**src/rtl/mc_controller_pkg.sv**
```systemverilog
// Shared encodings for the multicycle ARM-subset controller: FSM states, ALU ops, Op and Cond codes.
// The MC_CMP_EN build option (see mc_controller) uses CMD_CMP from here.
package mc_controller_pkg;

    localparam int unsigned STATE_W = 4;
    localparam int unsigned FLAGS_W = 4;

    typedef enum logic [STATE_W-1:0] {
        S_FETCH   = 4'd0,
        S_DECODE  = 4'd1,
        S_MEMADR  = 4'd2,
        S_MEMRD   = 4'd3,
        S_MEMWB   = 4'd4,
        S_MEMWR   = 4'd5,
        S_EXECR   = 4'd6,
        S_EXECI   = 4'd7,
        S_ALUWB   = 4'd8,
        S_BRANCH  = 4'd9,
        S_UNKNOWN = 4'd10
    } state_t;

    localparam logic [1:0] ALU_ADD = 2'b00;
    localparam logic [1:0] ALU_SUB = 2'b01;
    localparam logic [1:0] ALU_AND = 2'b10;
    localparam logic [1:0] ALU_ORR = 2'b11;

    localparam logic [1:0] OP_DP  = 2'b00;
    localparam logic [1:0] OP_MEM = 2'b01;
    localparam logic [1:0] OP_BR  = 2'b10;

    localparam logic [3:0] CMD_AND = 4'b0000;
    localparam logic [3:0] CMD_SUB = 4'b0010;
    localparam logic [3:0] CMD_ADD = 4'b0100;
    localparam logic [3:0] CMD_CMP = 4'b1010;
    localparam logic [3:0] CMD_ORR = 4'b1100;

    localparam logic [3:0] COND_EQ = 4'b0000;
    localparam logic [3:0] COND_NE = 4'b0001;
    localparam logic [3:0] COND_CS = 4'b0010;
    localparam logic [3:0] COND_CC = 4'b0011;
    localparam logic [3:0] COND_MI = 4'b0100;
    localparam logic [3:0] COND_PL = 4'b0101;
    localparam logic [3:0] COND_VS = 4'b0110;
    localparam logic [3:0] COND_VC = 4'b0111;
    localparam logic [3:0] COND_HI = 4'b1000;
    localparam logic [3:0] COND_LS = 4'b1001;
    localparam logic [3:0] COND_GE = 4'b1010;
    localparam logic [3:0] COND_LT = 4'b1011;
    localparam logic [3:0] COND_GT = 4'b1100;
    localparam logic [3:0] COND_LE = 4'b1101;
    localparam logic [3:0] COND_AL = 4'b1110;
    localparam logic [3:0] COND_NV = 4'b1111;

endpackage

```
**src/rtl/mc_controller_if.sv**
```systemverilog
// Instruction fields in, datapath strobes and selects out; slave is the controller side.
interface mc_controller_if;

    logic [1:0] Op;
    logic [5:0] Funct;
    logic [3:0] Rd;
    logic [3:0] Cond;
    logic [3:0] ALUFlags;

    logic       PCWrite;
    logic       MemWrite;
    logic       RegWrite;
    logic       IRWrite;
    logic       AdrSrc;
    logic       ALUSrcA;
    logic [1:0] ResultSrc;
    logic [1:0] ALUSrcB;
    logic [1:0] ImmSrc;
    logic [1:0] RegSrc;
    logic [1:0] ALUControl;

    modport master (
        output Op, Funct, Rd, Cond, ALUFlags,
        input  PCWrite, MemWrite, RegWrite, IRWrite, AdrSrc, ALUSrcA,
        input  ResultSrc, ALUSrcB, ImmSrc, RegSrc, ALUControl
    );

    modport slave (
        input  Op, Funct, Rd, Cond, ALUFlags,
        output PCWrite, MemWrite, RegWrite, IRWrite, AdrSrc, ALUSrcA,
        output ResultSrc, ALUSrcB, ImmSrc, RegSrc, ALUControl
    );

endinterface

```
**src/rtl/mc_condlogic.sv**
```systemverilog
// NZCV flags register plus combinational ARM condition evaluation against it.
module mc_condlogic
    import mc_controller_pkg::*;
(
    input  logic               clk,
    input  logic               reset,
    input  logic [3:0]         cond_i,
    input  logic [FLAGS_W-1:0] alu_flags_i,
    input  logic [1:0]         flag_w_i,     // [1]: N,Z   [0]: C,V
    output logic               cond_ex_o
);

    logic [FLAGS_W-1:0] flags_q, flags_d;
    logic n, z, c, v;

    assign {n, z, c, v} = flags_q;

    always_comb begin
        cond_ex_o = 1'b0;
        case (cond_i)
            COND_EQ: cond_ex_o = z;
            COND_NE: cond_ex_o = ~z;
            COND_CS: cond_ex_o = c;
            COND_CC: cond_ex_o = ~c;
            COND_MI: cond_ex_o = n;
            COND_PL: cond_ex_o = ~n;
            COND_VS: cond_ex_o = v;
            COND_VC: cond_ex_o = ~v;
            COND_HI: cond_ex_o = c & ~z;
            COND_LS: cond_ex_o = ~c | z;
            COND_GE: cond_ex_o = (n == v);
            COND_LT: cond_ex_o = (n != v);
            COND_GT: cond_ex_o = ~z & (n == v);
            COND_LE: cond_ex_o = z | (n != v);
            COND_AL: cond_ex_o = 1'b1;
            default: cond_ex_o = 1'b0;
        endcase
    end

    // Flags only change for an instruction whose own condition passed.
    always_comb begin
        flags_d = flags_q;
        if (flag_w_i[1] && cond_ex_o) flags_d[3:2] = alu_flags_i[3:2];
        if (flag_w_i[0] && cond_ex_o) flags_d[1:0] = alu_flags_i[1:0];
    end

    always_ff @(posedge clk or posedge reset) begin
        if (reset) flags_q <= '0;
        else       flags_q <= flags_d;
    end

endmodule

```
**src/rtl/mc_controller.sv**
```systemverilog
// Multicycle ARM-subset controller: main FSM, ALU/immediate decode, conditional write gating.
// Build option MC_CMP_EN: cmd=1010 with S=1 runs as CMP (sub, flags only, no writeback).
module mc_controller
    import mc_controller_pkg::*;
(
    input  logic          clk,
    input  logic          reset,
    mc_controller_if.slave bus
);

    state_t     state_q, state_d;
    logic [3:0] cmd;
    logic       s_bit;
    logic       is_cmp;
    logic       is_exec;
    logic [1:0] alu_op;
    logic [1:0] flag_w;
    logic       cond_ex;
    logic       rd_is_pc;

    logic       pc_write, mem_write, reg_write, ir_write, adr_src, alu_src_a;
    logic [1:0] result_src, alu_src_b, alu_control;

    assign cmd      = bus.Funct[4:1];
    assign s_bit    = bus.Funct[0];
    assign rd_is_pc = (bus.Rd == 4'hF);
    assign is_exec  = (state_q == S_EXECR) || (state_q == S_EXECI);

`ifdef MC_CMP_EN
    assign is_cmp = (cmd == CMD_CMP) && s_bit;
`else
    assign is_cmp = 1'b0;
`endif

    always_comb begin
        alu_op = ALU_ADD;
        case (cmd)
            CMD_ADD: alu_op = ALU_ADD;
            CMD_SUB: alu_op = ALU_SUB;
            CMD_AND: alu_op = ALU_AND;
            CMD_ORR: alu_op = ALU_ORR;
            default: alu_op = ALU_ADD;
        endcase
        if (is_cmp) alu_op = ALU_SUB;
    end

    // Logical ops leave C and V alone; only arithmetic ops may rewrite them.
    assign flag_w[1] = is_exec && s_bit;
    assign flag_w[0] = is_exec && s_bit && ((alu_op == ALU_ADD) || (alu_op == ALU_SUB));

    mc_condlogic u_cond (
        .clk         (clk),
        .reset       (reset),
        .cond_i      (bus.Cond),
        .alu_flags_i (bus.ALUFlags),
        .flag_w_i    (flag_w),
        .cond_ex_o   (cond_ex)
    );

    always_ff @(posedge clk or posedge reset) begin
        if (reset) state_q <= S_FETCH;
        else       state_q <= state_d;
    end

    always_comb begin
        state_d = state_q;
        case (state_q)
            S_FETCH:  state_d = S_DECODE;
            S_DECODE: begin
                case (bus.Op)
                    OP_MEM:  state_d = S_MEMADR;
                    OP_DP:   state_d = bus.Funct[5] ? S_EXECI : S_EXECR;
                    OP_BR:   state_d = S_BRANCH;
                    default: state_d = S_UNKNOWN;
                endcase
            end
            S_MEMADR: state_d = s_bit ? S_MEMRD : S_MEMWR;
            S_MEMRD:  state_d = S_MEMWB;
            S_EXECR:  state_d = S_ALUWB;
            S_EXECI:  state_d = S_ALUWB;
            default:  state_d = S_FETCH;
        endcase
    end

    // Moore outputs; write strobes are held low while reset is asserted.
    always_comb begin
        pc_write    = 1'b0;
        mem_write   = 1'b0;
        reg_write   = 1'b0;
        ir_write    = 1'b0;
        adr_src     = 1'b0;
        alu_src_a   = 1'b0;
        result_src  = 2'b00;
        alu_src_b   = 2'b00;
        alu_control = ALU_ADD;
        case (state_q)
            S_FETCH: begin
                ir_write   = 1'b1;
                pc_write   = 1'b1;
                alu_src_a  = 1'b1;
                alu_src_b  = 2'b10;
                result_src = 2'b10;
            end
            S_DECODE: begin
                alu_src_a  = 1'b1;
                alu_src_b  = 2'b10;
                result_src = 2'b10;
            end
            S_MEMADR: alu_src_b = 2'b01;
            S_MEMRD:  adr_src = 1'b1;
            S_MEMWR: begin
                adr_src   = 1'b1;
                mem_write = cond_ex;
            end
            S_MEMWB: begin
                result_src = 2'b01;
                reg_write  = cond_ex;
                pc_write   = cond_ex && rd_is_pc;
            end
            S_EXECR:  alu_control = alu_op;
            S_EXECI: begin
                alu_src_b   = 2'b01;
                alu_control = alu_op;
            end
            S_ALUWB: begin
                reg_write = cond_ex && !is_cmp;
                pc_write  = cond_ex && !is_cmp && rd_is_pc;
            end
            S_BRANCH: begin
                alu_src_b  = 2'b01;
                result_src = 2'b10;
                pc_write   = cond_ex;
            end
            default: ;
        endcase
        if (reset) begin
            pc_write  = 1'b0;
            mem_write = 1'b0;
            reg_write = 1'b0;
            ir_write  = 1'b0;
        end
    end

    assign bus.PCWrite    = pc_write;
    assign bus.MemWrite   = mem_write;
    assign bus.RegWrite   = reg_write;
    assign bus.IRWrite    = ir_write;
    assign bus.AdrSrc     = adr_src;
    assign bus.ALUSrcA    = alu_src_a;
    assign bus.ResultSrc  = result_src;
    assign bus.ALUSrcB    = alu_src_b;
    assign bus.ALUControl = alu_control;

    // Immediate and register-source selects follow Op directly, regardless of state.
    always_comb begin
        case (bus.Op)
            OP_MEM:  bus.ImmSrc = 2'b01;
            OP_BR:   bus.ImmSrc = 2'b10;
            default: bus.ImmSrc = 2'b00;
        endcase
    end

    assign bus.RegSrc = {bus.Op == OP_MEM, bus.Op == OP_BR};

endmodule

```
**src/flat_wrapper.sv**
```systemverilog
// flat-port wrapper written by rule: the top's interface ports become plain ports
module mc_controller_flat import mc_controller_pkg::*;
  (clk, reset, bus_Op, bus_Funct, bus_Rd, bus_Cond, bus_ALUFlags, bus_PCWrite, bus_MemWrite, bus_RegWrite, bus_IRWrite, bus_AdrSrc, bus_ALUSrcA, bus_ResultSrc, bus_ALUSrcB, bus_ImmSrc, bus_RegSrc, bus_ALUControl);
  mc_controller_if bus_i ();
  input  logic clk;
  input  logic reset;
  input wire logic [$bits(bus_i.Op)-1:0] bus_Op;
  input wire logic [$bits(bus_i.Funct)-1:0] bus_Funct;
  input wire logic [$bits(bus_i.Rd)-1:0] bus_Rd;
  input wire logic [$bits(bus_i.Cond)-1:0] bus_Cond;
  input wire logic [$bits(bus_i.ALUFlags)-1:0] bus_ALUFlags;
  output wire logic [$bits(bus_i.PCWrite)-1:0] bus_PCWrite;
  output wire logic [$bits(bus_i.MemWrite)-1:0] bus_MemWrite;
  output wire logic [$bits(bus_i.RegWrite)-1:0] bus_RegWrite;
  output wire logic [$bits(bus_i.IRWrite)-1:0] bus_IRWrite;
  output wire logic [$bits(bus_i.AdrSrc)-1:0] bus_AdrSrc;
  output wire logic [$bits(bus_i.ALUSrcA)-1:0] bus_ALUSrcA;
  output wire logic [$bits(bus_i.ResultSrc)-1:0] bus_ResultSrc;
  output wire logic [$bits(bus_i.ALUSrcB)-1:0] bus_ALUSrcB;
  output wire logic [$bits(bus_i.ImmSrc)-1:0] bus_ImmSrc;
  output wire logic [$bits(bus_i.RegSrc)-1:0] bus_RegSrc;
  output wire logic [$bits(bus_i.ALUControl)-1:0] bus_ALUControl;
  assign bus_i.Op = bus_Op;
  assign bus_i.Funct = bus_Funct;
  assign bus_i.Rd = bus_Rd;
  assign bus_i.Cond = bus_Cond;
  assign bus_i.ALUFlags = bus_ALUFlags;
  assign bus_PCWrite = bus_i.PCWrite;
  assign bus_MemWrite = bus_i.MemWrite;
  assign bus_RegWrite = bus_i.RegWrite;
  assign bus_IRWrite = bus_i.IRWrite;
  assign bus_AdrSrc = bus_i.AdrSrc;
  assign bus_ALUSrcA = bus_i.ALUSrcA;
  assign bus_ResultSrc = bus_i.ResultSrc;
  assign bus_ALUSrcB = bus_i.ALUSrcB;
  assign bus_ImmSrc = bus_i.ImmSrc;
  assign bus_RegSrc = bus_i.RegSrc;
  assign bus_ALUControl = bus_i.ALUControl;
  mc_controller u_core (.clk(clk), .reset(reset), .bus(bus_i));
endmodule
```
**config.mk**
```make
export PLATFORM = sky130hd
export DESIGN_NAME = mc_controller_flat
export DESIGN_NICKNAME = d
export VERILOG_FILES = /design/src/rtl/mc_controller_pkg.sv /design/src/rtl/mc_controller_if.sv /design/src/rtl/mc_condlogic.sv /design/src/rtl/mc_controller.sv /design/src/flat_wrapper.sv
export SDC_FILE = /design/constraint.sdc
export NUM_CORES = 1
export LEC_CHECK = 0
export ABC_AREA = 1
export BUFFER_PORTS_ARGS = -buffer_cell sky130_fd_sc_hd__buf_2
export CORE_MARGIN = 2
export CORE_UTILIZATION = 41
export DETAILED_ROUTE_END_ITERATION = 16
export GPL_TIMING_DRIVEN = 0
export PLACE_DENSITY = 0.77
export SKIP_CTS_REPAIR_TIMING = 1
export SLEW_MARGIN = 0
export SYNTH_ARGS = -nofsm -noshare
export SYNTH_HDL_FRONTEND = slang
export SYNTH_HIERARCHICAL = 1
export SYNTH_SLANG_ARGS = --single-unit
```
**constraint.sdc**
```tcl
create_clock -name clk -period 1.22 [get_ports clk]
set_input_delay 0.061 -clock clk [delete_from_list [all_inputs] [get_ports clk]]
set_output_delay 0.061 -clock clk [all_outputs]
set_load 0.05 [all_outputs]
```
# == After elaboration in Yosys (flattened, before gate mapping) ==
# Index checks and enable logic that the tools add are counted.
# word_totals
out_inout_bits,16
word_cells,80
reg_bits,8
memories,0
ramBits,0
latchBits,0
mem_bits_ro,0
input_bits,22
# op_classes
reduce_logical,18
add_sub_neg,0
magnitude_cmp,0
eq_ne,31
n_shift,0
multipliers,0
n_mux,20
n_bitwise,8
div,0
# op_table
operator,count
4-bit equality test (second input constant),11
4-bit by 3-bit equality test with 1-bit output (second input constant),8
4-bit by 2-bit equality test with 1-bit output (second input constant),5
4-bit case mux with 5 select lines,1
1-bit case mux with 15 select lines,1
4-bit zero test,3
2-bit case mux with 2 select lines,3
4-bit case mux with 3 select lines,1
1-bit 2-to-1 mux,10
4-bit by 1-bit equality test with 1-bit output (second input constant),2
2-bit OR reduction,4
2-bit case mux with 3 select lines,1
3-bit OR reduction,2
1-bit logical AND,5
2-bit by 1-bit equality test with 1-bit output (second input constant),2
2-bit zero test,2
1-bit inverter,4
3-bit 2-to-1 mux,1
1-bit case mux with 3 select lines,1
1-bit AND,2
2-bit equality test (second input constant),1
1-bit logical OR,2
2-bit 2-to-1 mux,1
1-bit bitwise OR,2
2 further kinds,2

# == Depth between registers and ports, before layout ==
# depth
word_depth,6
mapped_depth,15
mapped_depth_nobuf,15

# == Hierarchy ==
# The synthesis kept the hierarchy.
# modules_own_cells
module,n_inst,seq_area_each_um2,cells_per_inst,area_each_um2
mc_controller,1,100.1,72,425.4
mc_condlogic,1,100.1,68,376.6

# == Least setup slack after synthesis ==
# OpenSTA, ideal clock, no wires.
# synth_timing
path_kind,register -> output
from,register u_core.u_cond.flags_q[3]
to,output port bus_MemWrite
path_slack_ns,-0.951
arrival_ns,2.110
required_time_ns,1.159
stages_incl_launch_ff,12
path_buffers,0
cell_sequence,dfrtp_1 -> inv_1 -> nand2_1 -> nand2_1 -> nand2_1 -> nand2_1 -> nand2_1 -> nand2_1 -> nor2_2 -> nand2_2 -> inv_1 -> nor3_1
# synth_between
elab_chain_cells,5
word_cells_on_any_way,8
cone_classes,eq/ne (2); mux (3); bitwise (3)
# synth_lines
element,line_no,text
"start, declared",mc_condlogic.sv:13,"logic [FLAGS_W-1:0] flags_q, flags_d;"
"start signal, assigned",mc_condlogic.sv:49,else flags_q <= flags_d;
1-bit != test or 1-bit equality test (tied branches),--,
1-bit bitwise OR or 1-bit AND (tied branches),"mc_condlogic.sv:34, mc_condlogic.sv:33",
1-bit case mux with 15 select lines (*),mc_condlogic.sv:20,case (cond_i)
named net u_core.cond_ex,mc_controller.sv:18,logic cond_ex;
1-bit 2-to-1 mux (*),mc_controller.sv:96,case (state_q)
1-bit 2-to-1 mux (*),mc_controller.sv:136,if (reset) begin
"end, declared",flat_wrapper.sv:13,output wire logic [$bits(bus_i.MemWrite)-1:0] bus_MemWrite;
# Mark *: on every way through the listed nets, which the timed path passes. The rest lies on a longest branch.

# == Worst setup path in the final report ==
# layout_timing
from,register u_core.u_cond.flags_q[3]
to,output port bus_PCWrite
# layout_between
elab_chain_cells,6
word_cells_on_any_way,9
cone_classes,eq/ne (2); mux (3); bitwise (3); reduce/logical (1)
# layout_lines
element,line_no,text
1-bit != test or 1-bit equality test (tied branches),--,
1-bit bitwise OR or 1-bit AND (tied branches),"mc_condlogic.sv:34, mc_condlogic.sv:33",
1-bit case mux with 15 select lines (*),mc_condlogic.sv:20,
named net u_core.cond_ex,mc_controller.sv:18,
1-bit logical AND,"mc_controller.sv:118, mc_controller.sv:127",
1-bit case mux with 3 select lines (*),mc_controller.sv:96,
1-bit 2-to-1 mux (*),mc_controller.sv:136,
"end, declared",flat_wrapper.sv:12,output wire logic [$bits(bus_i.PCWrite)-1:0] bus_PCWrite;
# Marked as above.

==> results_dict.tcl <==
set metrics [dict create \
    worst_slack_ns -0.7242 \
    grt_max_degree 10 \
    final.fill_count 142 \
    synth_nets 162 \
    crit_type "flop to output pin" \
    die_w_um 48.23 \
    finalNetCount 213 \
    wire_per_inst_um 12.02 \
    grt_pass1_wl_mm 3.022 \
    wl_mm 2.585 \
    die_area_um2 2326 \
    hold_class "primary input to flop" \
    ir_drop_mv 1.481 \
    hold_violations 0 \
    grt.busiest_layer "met2" \
    critPathLaunchType "flop" \
    max_freq_ghz 0.5144 \
    period_share 1.594 \
    power_density_nw_per_um2 2422 \
    crit_fanout 4 \
    r2r_slack_ns -0.23 \
    worstPathCellList "inv_2, nand2_2, nand2_2, nand2_2, nand2_1, nand2_1, nand2_1, nor2_2, nand2_4, nand2_1, inv_1, nand2_1, nor2_2, nor2_2, nor2_4, buf_6" \
    antenna_found_initial 0 \
    die_h_um 48.23 \
    cp.depth 16 \
    numCtsBuffers 3 \
    track_usage 0.1816 \
    path_common_cell "nand2_1" \
    status "finished, violations left" \
    p_leak_nw 0.7244 \
    grtUsageMet1 0.2449 \
    layout_common_cells "35 x nand2_1, 25 x buf_2, 16 x nand3_1" \
    worstMarginPinSlew_ns 0.2397 \
    hold-path-cell-count 3 \
    violations "negative setup slack" \
    final_common_cell "nand2_1" \
    crit_family "simple AND/OR/NAND/NOR gates" \
    path_clk_slew_ns 0.05 \
    r2r_cells 12 \
    arrival_ns 1.88 \
    ys_warn_count 6 \
    start_util 0.4498 \
    coreArea_um2 1783 \
    holdPathEnd "u_core/u_cond/flags_q[1]" \
    firstDrtPassIters 5 \
    place_ws_ns -0.5934 \
    critPathMaxStageDelay_ns 0.41 \
    drv_slew 0 \
    first_iter_violations 25 \
    vias 1055 \
    async_flop_share 1.000 \
    overflow 0 \
    use_met2 0.2895 \
    cts-root-buf "clkbuf_4" \
    cts_tree "built" \
    crit_slowest_cell "dfrtp_1" \
    final_util 0.7586 \
    rows 15 \
    ys_seq_elements 8 \
    avgSynthCellArea_um2 5.729 \
    grt_pass1_vias 798 \
    maxSlewHeadroom 0.8402 \
    drc 0 \
    setup_viol 17 \
    cap_viol_max_count 0 \
    h-tree-depth 1 \
    vias_per_cell 4.907 \
    whs_ns 0.04484 \
    place_congestion 0.9294 \
    ios 38 \
    synth.distinct_cells 22 \
    area_growth_pct 68.64 \
    r2r-start "u_core/u_cond/flags_q[3]" \
    num_antenna_cells 0 \
    crit_path_end_kind "output pin" \
    regToRegEndpoint "u_core/u_cond/flags_q[3]" \
    port_buffers 37 \
    final_antenna_net_count 0 \
    synth_edf_count 0 \
    synth_area_um2 802.0 \
    hold_start "bus_ALUFlags[1]" \
    cts.sinks 8 \
    critPathBufInv 3 \
    insertion_delay_ns 0.25 \
    rsz0062_at_grt "yes" \
    yosysSeqAreaShare 0.2496 \
    clockBufferDepth 2 \
    postSynthCellCount 140 \
    period_needed_ns 1.944 \
    synth_ff_type "dfrtp_1" \
    required_ns 1.16 \
    use_met3 0.02222 \
    layout-drive-gt1-share 0.4947 \
    dp_hpwl_mm 1.642 \
    finClkSkew_ns 0.0001303 \
]
sequential cells by signal, indices dropped and copies added, names as in the netlist:
name	flops
u_core/state_q	4
u_core/u_cond/flags_q	4
power by group:
group / internal, W / leakage (nW) / switching (W)
clock network: 0.000125 / 0.0150 / 0.0000868
registers: 0.000379 / 0.101 / 0.000190
logic: 0.000989 / 0.608 / 0.00151
cell usage after synthesis (4+ instances only):
cell	n	area share
nand2_1	44	0.21
nand3_1	17	0.11
nor2_1	17	0.080
inv_1	16	0.075
dfrtp_1	8	0.25
inv_2	6	0.028
nor2_2	5	0.039
a21oi_1	4	0.025
nand2_2	4	0.031
nor3_1	4	0.025
cell type report:
| type | count | area [um2] | share of cell area |
|---|---|---|---|
| Sequential cell | 8 | 203.9 | 0.1508 |
| Buffer | 2 | 18.77 | 0.01388 |
| Tap cell | 25 | 31.28 | 0.02313 |
| Inverter | 22 | 91.34 | 0.06753 |
| Timing Repair Buffer | 46 | 349.1 | 0.2581 |
| Multi-Input combinational cell | 108 | 631.9 | 0.4672 |
| Clock buffer | 4 | 26.28 | 0.01943 |
worst reg2reg max path, stage by stage, from the launching register on:
cell and delay, ns:
dfrtp_1 0.41, inv_2 0.06, nand2_2 0.07, nand2_2 0.07, nand2_2 0.06, nand2_1 0.05
nand2_1 0.07, nand2_1 0.07, nor2_2 0.12, nand2_4 0.08, buf_4 0.17, nand3_1 0.07
nand2_1 0.05
cell families (layout without fill, tap and decap cells):
kind of cell | Yosys count | after routing | synth area share
AND/OR/NAND/NOR | 98 | 98 | 0.5554
buffers and inverters | 24 | 74 | 0.1217
AO/OA/AOI/OAI | 10 | 10 | 0.07331
flip-flops | 8 | 8 | 0.2496
per-layer routing:
metal,wire length (um),share of wire
met1,1053,0.41
met2,1399,0.54
met3,105,0.041
met4,27,0.010
met5,0,0
worst max path at each step:
stage / from / end / slack [ns]
after floorplan: u_core/u_cond/flags_q[3] / bus_PCWrite / -0.38
after global placement: u_core/u_cond/flags_q[3] / bus_PCWrite / -0.55
after detailed placement: u_core/u_cond/flags_q[0] / bus_PCWrite / -0.59
after CTS: u_core/u_cond/flags_q[0] / bus_PCWrite / -0.86
after global routing: u_core/u_cond/flags_q[3] / bus_PCWrite / -0.87
final: u_core/u_cond/flags_q[3] / bus_PCWrite / -0.72
stage by stage:
step | power, W | instance area [um2] | setup TNS [ns] | std cells
floorplan | 0.001917 | 875.8 | -1.503 | 140
detailed placement | 0.002253 | 1092 | -2.394 | 202
global route | 0.003473 | 1353 | -6.151 | 215
CTS | 0.002471 | 1119 | -5.218 | 206
global placement | 0.002221 | 1092 | -2.071 | 202
finish | 0.003275 | 1353 | -4.555 | 215
No activity file was read; power rests on OpenSTA's default activity.
